==> src/rtl/jk_bank_scheduler.sv <==
// Round-robin scheduler that owns the J/K inputs of a shared JK flip-flop bank.
// Each accepted command pulses one bit's J/K for a cycle, then returns the sampled Q.
module jk_bank_scheduler #(
    parameter int unsigned NREQ  = 4,
    parameter int unsigned WIDTH = 8,
    parameter int unsigned IDXW  = 3
) (
    input  logic                       clk,
    input  logic                       rst,
    input  logic [NREQ-1:0]            req_valid,
    input  logic [2*NREQ-1:0]          req_op,
    input  logic [IDXW*NREQ-1:0]       req_idx,
    output logic [NREQ-1:0]            req_ready,
    output logic [WIDTH-1:0]           j_out,
    output logic [WIDTH-1:0]           k_out,
    input  logic [WIDTH-1:0]           q_in,
    output logic                       rsp_valid,
    output logic [$clog2(NREQ)-1:0]    rsp_id,
    output logic                       rsp_q,
    output logic                       rsp_err,
    output logic                       busy
);

    localparam int unsigned IDW = $clog2(NREQ);

    localparam logic [1:0] ST_IDLE   = 2'd0;
    localparam logic [1:0] ST_DRIVE  = 2'd1;
    localparam logic [1:0] ST_SAMPLE = 2'd2;

    logic [1:0]       state, state_d;
    logic [IDW-1:0]   ptr, ptr_d;
    logic [1:0]       op_q, op_d;
    logic [IDXW-1:0]  idx_q, idx_d;
    logic [IDW-1:0]   id_q, id_d;
    logic [WIDTH-1:0] j_d, k_d;
    logic             rsp_valid_d, rsp_q_d, rsp_err_d;
    logic [IDW-1:0]   rsp_id_d;

    logic             found;
    logic [IDW-1:0]   grant, cand;
    logic [1:0]       gnt_op;
    logic [IDXW-1:0]  gnt_idx;
    logic             gnt_in_range, idx_in_range;

    // Round-robin search starting at ptr, then mux out the winner's command
    always_comb begin
        found = 1'b0;
        grant = '0;
        cand  = '0;
        for (int unsigned k = 0; k < NREQ; k++) begin
            cand = IDW'((32'(ptr) + k) % NREQ);
            if (!found && req_valid[cand]) begin
                found = 1'b1;
                grant = cand;
            end
        end
        gnt_op  = '0;
        gnt_idx = '0;
        for (int unsigned i = 0; i < NREQ; i++) begin
            if (grant == IDW'(i)) begin
                gnt_op  = req_op[2*i +: 2];
                gnt_idx = req_idx[IDXW*i +: IDXW];
            end
        end
    end

    assign gnt_in_range = 32'(gnt_idx) < WIDTH;
    assign idx_in_range = 32'(idx_q) < WIDTH;

    // Accept strobe is only offered while idle and never during reset
    assign req_ready = (!rst && (state == ST_IDLE) && found) ? (NREQ'(1) << grant) : '0;

    always_comb begin
        state_d     = state;
        ptr_d       = ptr;
        op_d        = op_q;
        idx_d       = idx_q;
        id_d        = id_q;
        j_d         = '0;
        k_d         = '0;
        rsp_valid_d = 1'b0;
        rsp_id_d    = rsp_id;
        rsp_q_d     = rsp_q;
        rsp_err_d   = rsp_err;
        case (state)
            ST_IDLE: begin
                if (found) begin
                    op_d  = gnt_op;
                    idx_d = gnt_idx;
                    id_d  = grant;
                    ptr_d = IDW'((32'(grant) + 32'd1) % NREQ);
                    if (gnt_in_range) begin
                        j_d[gnt_idx] = gnt_op[1];
                        k_d[gnt_idx] = gnt_op[0];
                    end
                    state_d = ST_DRIVE;
                end
            end
            ST_DRIVE: begin
                state_d = ST_SAMPLE;
            end
            ST_SAMPLE: begin
                rsp_q_d     = idx_in_range ? q_in[idx_q] : 1'b0;
                rsp_err_d   = !idx_in_range;
                rsp_id_d    = id_q;
                rsp_valid_d = 1'b1;
                state_d     = ST_IDLE;
            end
            default: begin
                state_d = ST_IDLE;
            end
        endcase
    end

    always_ff @(posedge clk or posedge rst) begin
        if (rst) begin
            state     <= ST_IDLE;
            ptr       <= '0;
            op_q      <= '0;
            idx_q     <= '0;
            id_q      <= '0;
            j_out     <= '0;
            k_out     <= '0;
            rsp_valid <= 1'b0;
            rsp_id    <= '0;
            rsp_q     <= 1'b0;
            rsp_err   <= 1'b0;
            busy      <= 1'b0;
        end else begin
            state     <= state_d;
            ptr       <= ptr_d;
            op_q      <= op_d;
            idx_q     <= idx_d;
            id_q      <= id_d;
            j_out     <= j_d;
            k_out     <= k_d;
            rsp_valid <= rsp_valid_d;
            rsp_id    <= rsp_id_d;
            rsp_q     <= rsp_q_d;
            rsp_err   <= rsp_err_d;
            busy      <= (state_d != ST_IDLE);
        end
    end

endmodule

==> config.mk <==
export PLATFORM = sky130hd
export DESIGN_NAME = jk_bank_scheduler
export DESIGN_NICKNAME = d
export VERILOG_FILES = /design/src/rtl/jk_bank_scheduler.sv
export SDC_FILE = /design/constraint.sdc
export NUM_CORES = 1
export LEC_CHECK = 0
export ABC_AREA = 1
export BUFFER_PORTS_ARGS = -buffer_cell sky130_fd_sc_hd__buf_2
export CAP_MARGIN = 20
export CORE_ASPECT_RATIO = 0.7
export CORE_MARGIN = 4
export CORE_UTILIZATION = 45
export CTS_BUF_LIST = sky130_fd_sc_hd__clkbuf_4
export CTS_CLUSTER_DIAMETER = 100
export DETAILED_ROUTE_END_ITERATION = 6
export GPL_TIMING_DRIVEN = 0
export PLACE_DENSITY = 0.74
export SYNTH_ARGS = -nofsm -noshare
export SYNTH_HDL_FRONTEND = slang
export SYNTH_SLANG_ARGS = --single-unit
==> constraint.sdc <==
create_clock -name clk -period 2.86 [get_ports clk]
set_input_delay 0.286 -clock clk [delete_from_list [all_inputs] [get_ports clk]]
set_output_delay 0.286 -clock clk [all_outputs]
set_load 0.01 [all_outputs]
==> reports/metrics.yaml <==
clock_tree:
  clock_latency_ns: 0.31
  cts_sinks: 30
  hold_buffers: 0
  cts-buffers-inserted: 5
  cts-root-buf: "clkbuf_4"
  tritoncts: "yes"
  clock_path_buffers: 2
  clk_pin_slew_ns: 0.10
  htreeDepth: 2
placed_design:
  dp_hpwl_mm: 2.87
  port_buffers: 58
  gp_congestion: 0.787
  dp_slack_ns: 0.0349
synth:
  yosys.area.top_type: "dfrtp_1"
  syn-num-nets: 255
  ys_warn_count: 0
  synthCells: 217
  synth_top_area_share_pct: 45.4
  synth.distinct_cells: 24
  synth_seq_cells: 30
  yosysSeqAreaShare_pct: 45.4
  avgSynthCellArea_um2: 7.62
  synth_area_leaders: "dfrtp_1 (45%), nand2_1 (15%), nor2_1 (7.7%)"
  netlist_area_mm2: 0.00165
floorplanning:
  die_x_um: 80.5
  core_mm2: 0.00354
  initial_core_util_pct: 46.8
  dieArea_mm2: 0.00473
  pin_count: 60
  die-height_um: 58.7
  rows: 18
grt:
  grt_usage_pct: 15.9
  grt_max_degree: 17
  grt_overflow: 0
  grt_pass1_wl_mm: 5.92
  grt_pass1_vias: 1405
  antenna_found_initial: 0
sta:
  relSlewSlack_pct: 52.8
  min_period_over_period_pct: 91.8
  timing.setup.tns_ns: 0
  layout_setup_ws_ns: 0.234
  skew_ns: 0.00518
  whs_ns: 0.0668
  hold_viol: 0
  worstMarginPinSlew_ns: 0.707
  fmax_ghz: 0.381
  drv_slew: 0
  period_minus_slack_ns: 2.63
  setup_violations: 0
worst_setup_path:
  startpoint_type: "flop"
  r2r_cells: 20
  end_kind: "output port"
  ff2ff_setup_slack_ns: 0.24
  required_ns: 2.57
  r2r-start: "ptr[0]"
  arrival_ns: 2.34
  critPathKind: "reg2out"
  r2r_end: "j_out[2]"
  critPathMaxFanout: 10
cells_and_area:
  nFillCells: 343
  area_growth_pct: 29.7
  multi_input_area_um2: 802
  seq_area_um2: 752
  drive_gt1_share_pct: 36.0
  n_antenna_cell: 0
  fin_nets: 323
hold_path:
  hp-class: "in2async"
route:
  vias: 1543
  viasPerCell: 4.59
  ant_nets: 0
  drt_first_pass_iters: 4
  avgRoutedWirePerCell_um: 10.9
  first_iter_violations: 87
  route.detailed.drc: 0
  routed_wl_mm: 3.66
status:
  status: "completed"
flow_run:
  max_cap_violations: 0
worst max-delay path by stage:
| stage | start | endpoint | slack, ns |
|---|---|---|---|
| global placement | ptr[0] | k_out[2] | 0.08 |
| detailed placement | ptr[0] | k_out[5] | 0.03 |
| global route | ptr[0] | j_out[2] | -0.04 |
| floorplan | ptr[0] | k_out[0] | 0.42 |
| CTS | ptr[0] | k_out[5] | 0.009 |
| finish | ptr[0] | req_ready[3] | 0.23 |
critical path, stage by stage (launching register included):
cell      delay, ns
dfrtp_1        0.43
buf_6          0.16
nand2_1        0.05
o21ai_0        0.09
o21ai_2        0.20
inv_1          0.08
nand2_1        0.07
nand3_1        0.09
nand2_2        0.11
inv_1          0.06
ha_1           0.19
clkbuf_2       0.17
inv_2          0.14
nor2_1         0.06
buf_2          0.13
cell usage after synthesis:
cell type	number
a21oi_1	6
a22o_1	1
a22oi_1	1
buf_12	1
buf_4	1
buf_6	1
clkbuf_2	2
conb_1	1
dfrtp_1	30
ha_1	4
inv_1	21
inv_2	1
inv_4	1
nand2_1	66
nand2_2	5
nand2_4	3
nand3_1	16
nand3_2	1
nor2_1	34
nor2_4	1
o211ai_1	2
o21ai_0	11
o21ai_1	2
o21ai_2	5
metrics by stage:
stage | cell area, µm² | std cells | utilization (%)
after floorplan | 1650 | 217 | -
after CTS | 2090 | 334 | 59.1
after global placement | 2010 | 325 | 56.8
after detailed placement | 2030 | 326 | 57.5
final | 2150 | 336 | 60.7
after global routing | 2150 | 336 | 60.7
state kept, by name, indices dropped and copies added, names as in the netlist:
| name | cells |
|---|---|
| id_q | 2 |
| k_out | 8 |
| rsp_valid | 1 |
| rsp_id | 2 |
| j_out | 8 |
| idx_q | 3 |
| ptr | 2 |
| state | 2 |
| rsp_q | 1 |
| busy | 1 |
cell type report:
type                       count  area share [%]
buffer                         5            2.39
clock buffer                   5            1.75
clock inverter                 3           0.758
inverter                      23            4.26
multi-input combinational    159            37.4
sequential                    30            35.0
tap                           50            2.92
timing repair buffer          61            15.5
layout by cell type, fill, tap and decap left out:
cell,count
buf_4,3
inv_1,16
clkinvlp_4,1
dfrtp_2,1
conb_1,1
inv_2,5
nand2_4,3
nor2_2,1
a21oi_1,6
ha_1,4
clkinv_2,1
nand3_1,14
o21ai_4,1
buf_12,1
nand2_1,64
dfrtp_1,29
a22o_1,1
clkbuf_2,1
nor2_4,2
o21ai_0,10
buf_2,58
inv_4,2
buf_16,1
nand3_2,3
clkbuf_4,6
a22oi_1,1
o211ai_1,2
buf_6,1
o21ai_1,2
o21ai_2,5
clkinv_1,1
nand2_2,7
nor2_1,32
per-layer routing:
metal | up-vias | part of all wire (%) | routed length, µm | global-route usage (%)
met3 | 0 | 7.8 | 285 | 5.50
met1 | 678 | 50 | 1820 | 22.5
met4 | 0 | 0 | 0 | 3.37
met2 | 48 | 42 | 1550 | 23.6
met5 | - | 0 | 0 | 0
li1 | 817 | - | - | -
cell families after synthesis:
| family | after synthesis | share of synthesized area, % |
|---|---|---|
| other | 1 | 0.227 |
| AOI/OAI and AO/OA | 28 | 10.3 |
| adders and majority gates | 4 | 3.03 |
| buffers and inverters | 28 | 8.32 |
| and+or+nand+nor | 126 | 32.8 |
| DFF | 30 | 45.4 |
repair_timing:
action,in CTS,in global routing
resized for setup,0,19
setup buffers,0,2
endpoints found under the hold margin,0,0
endpoints found under the setup margin,0,20
Power is not shown: default switching activity piles up to over one toggle a cycle in this logic, so the estimate is an artifact.
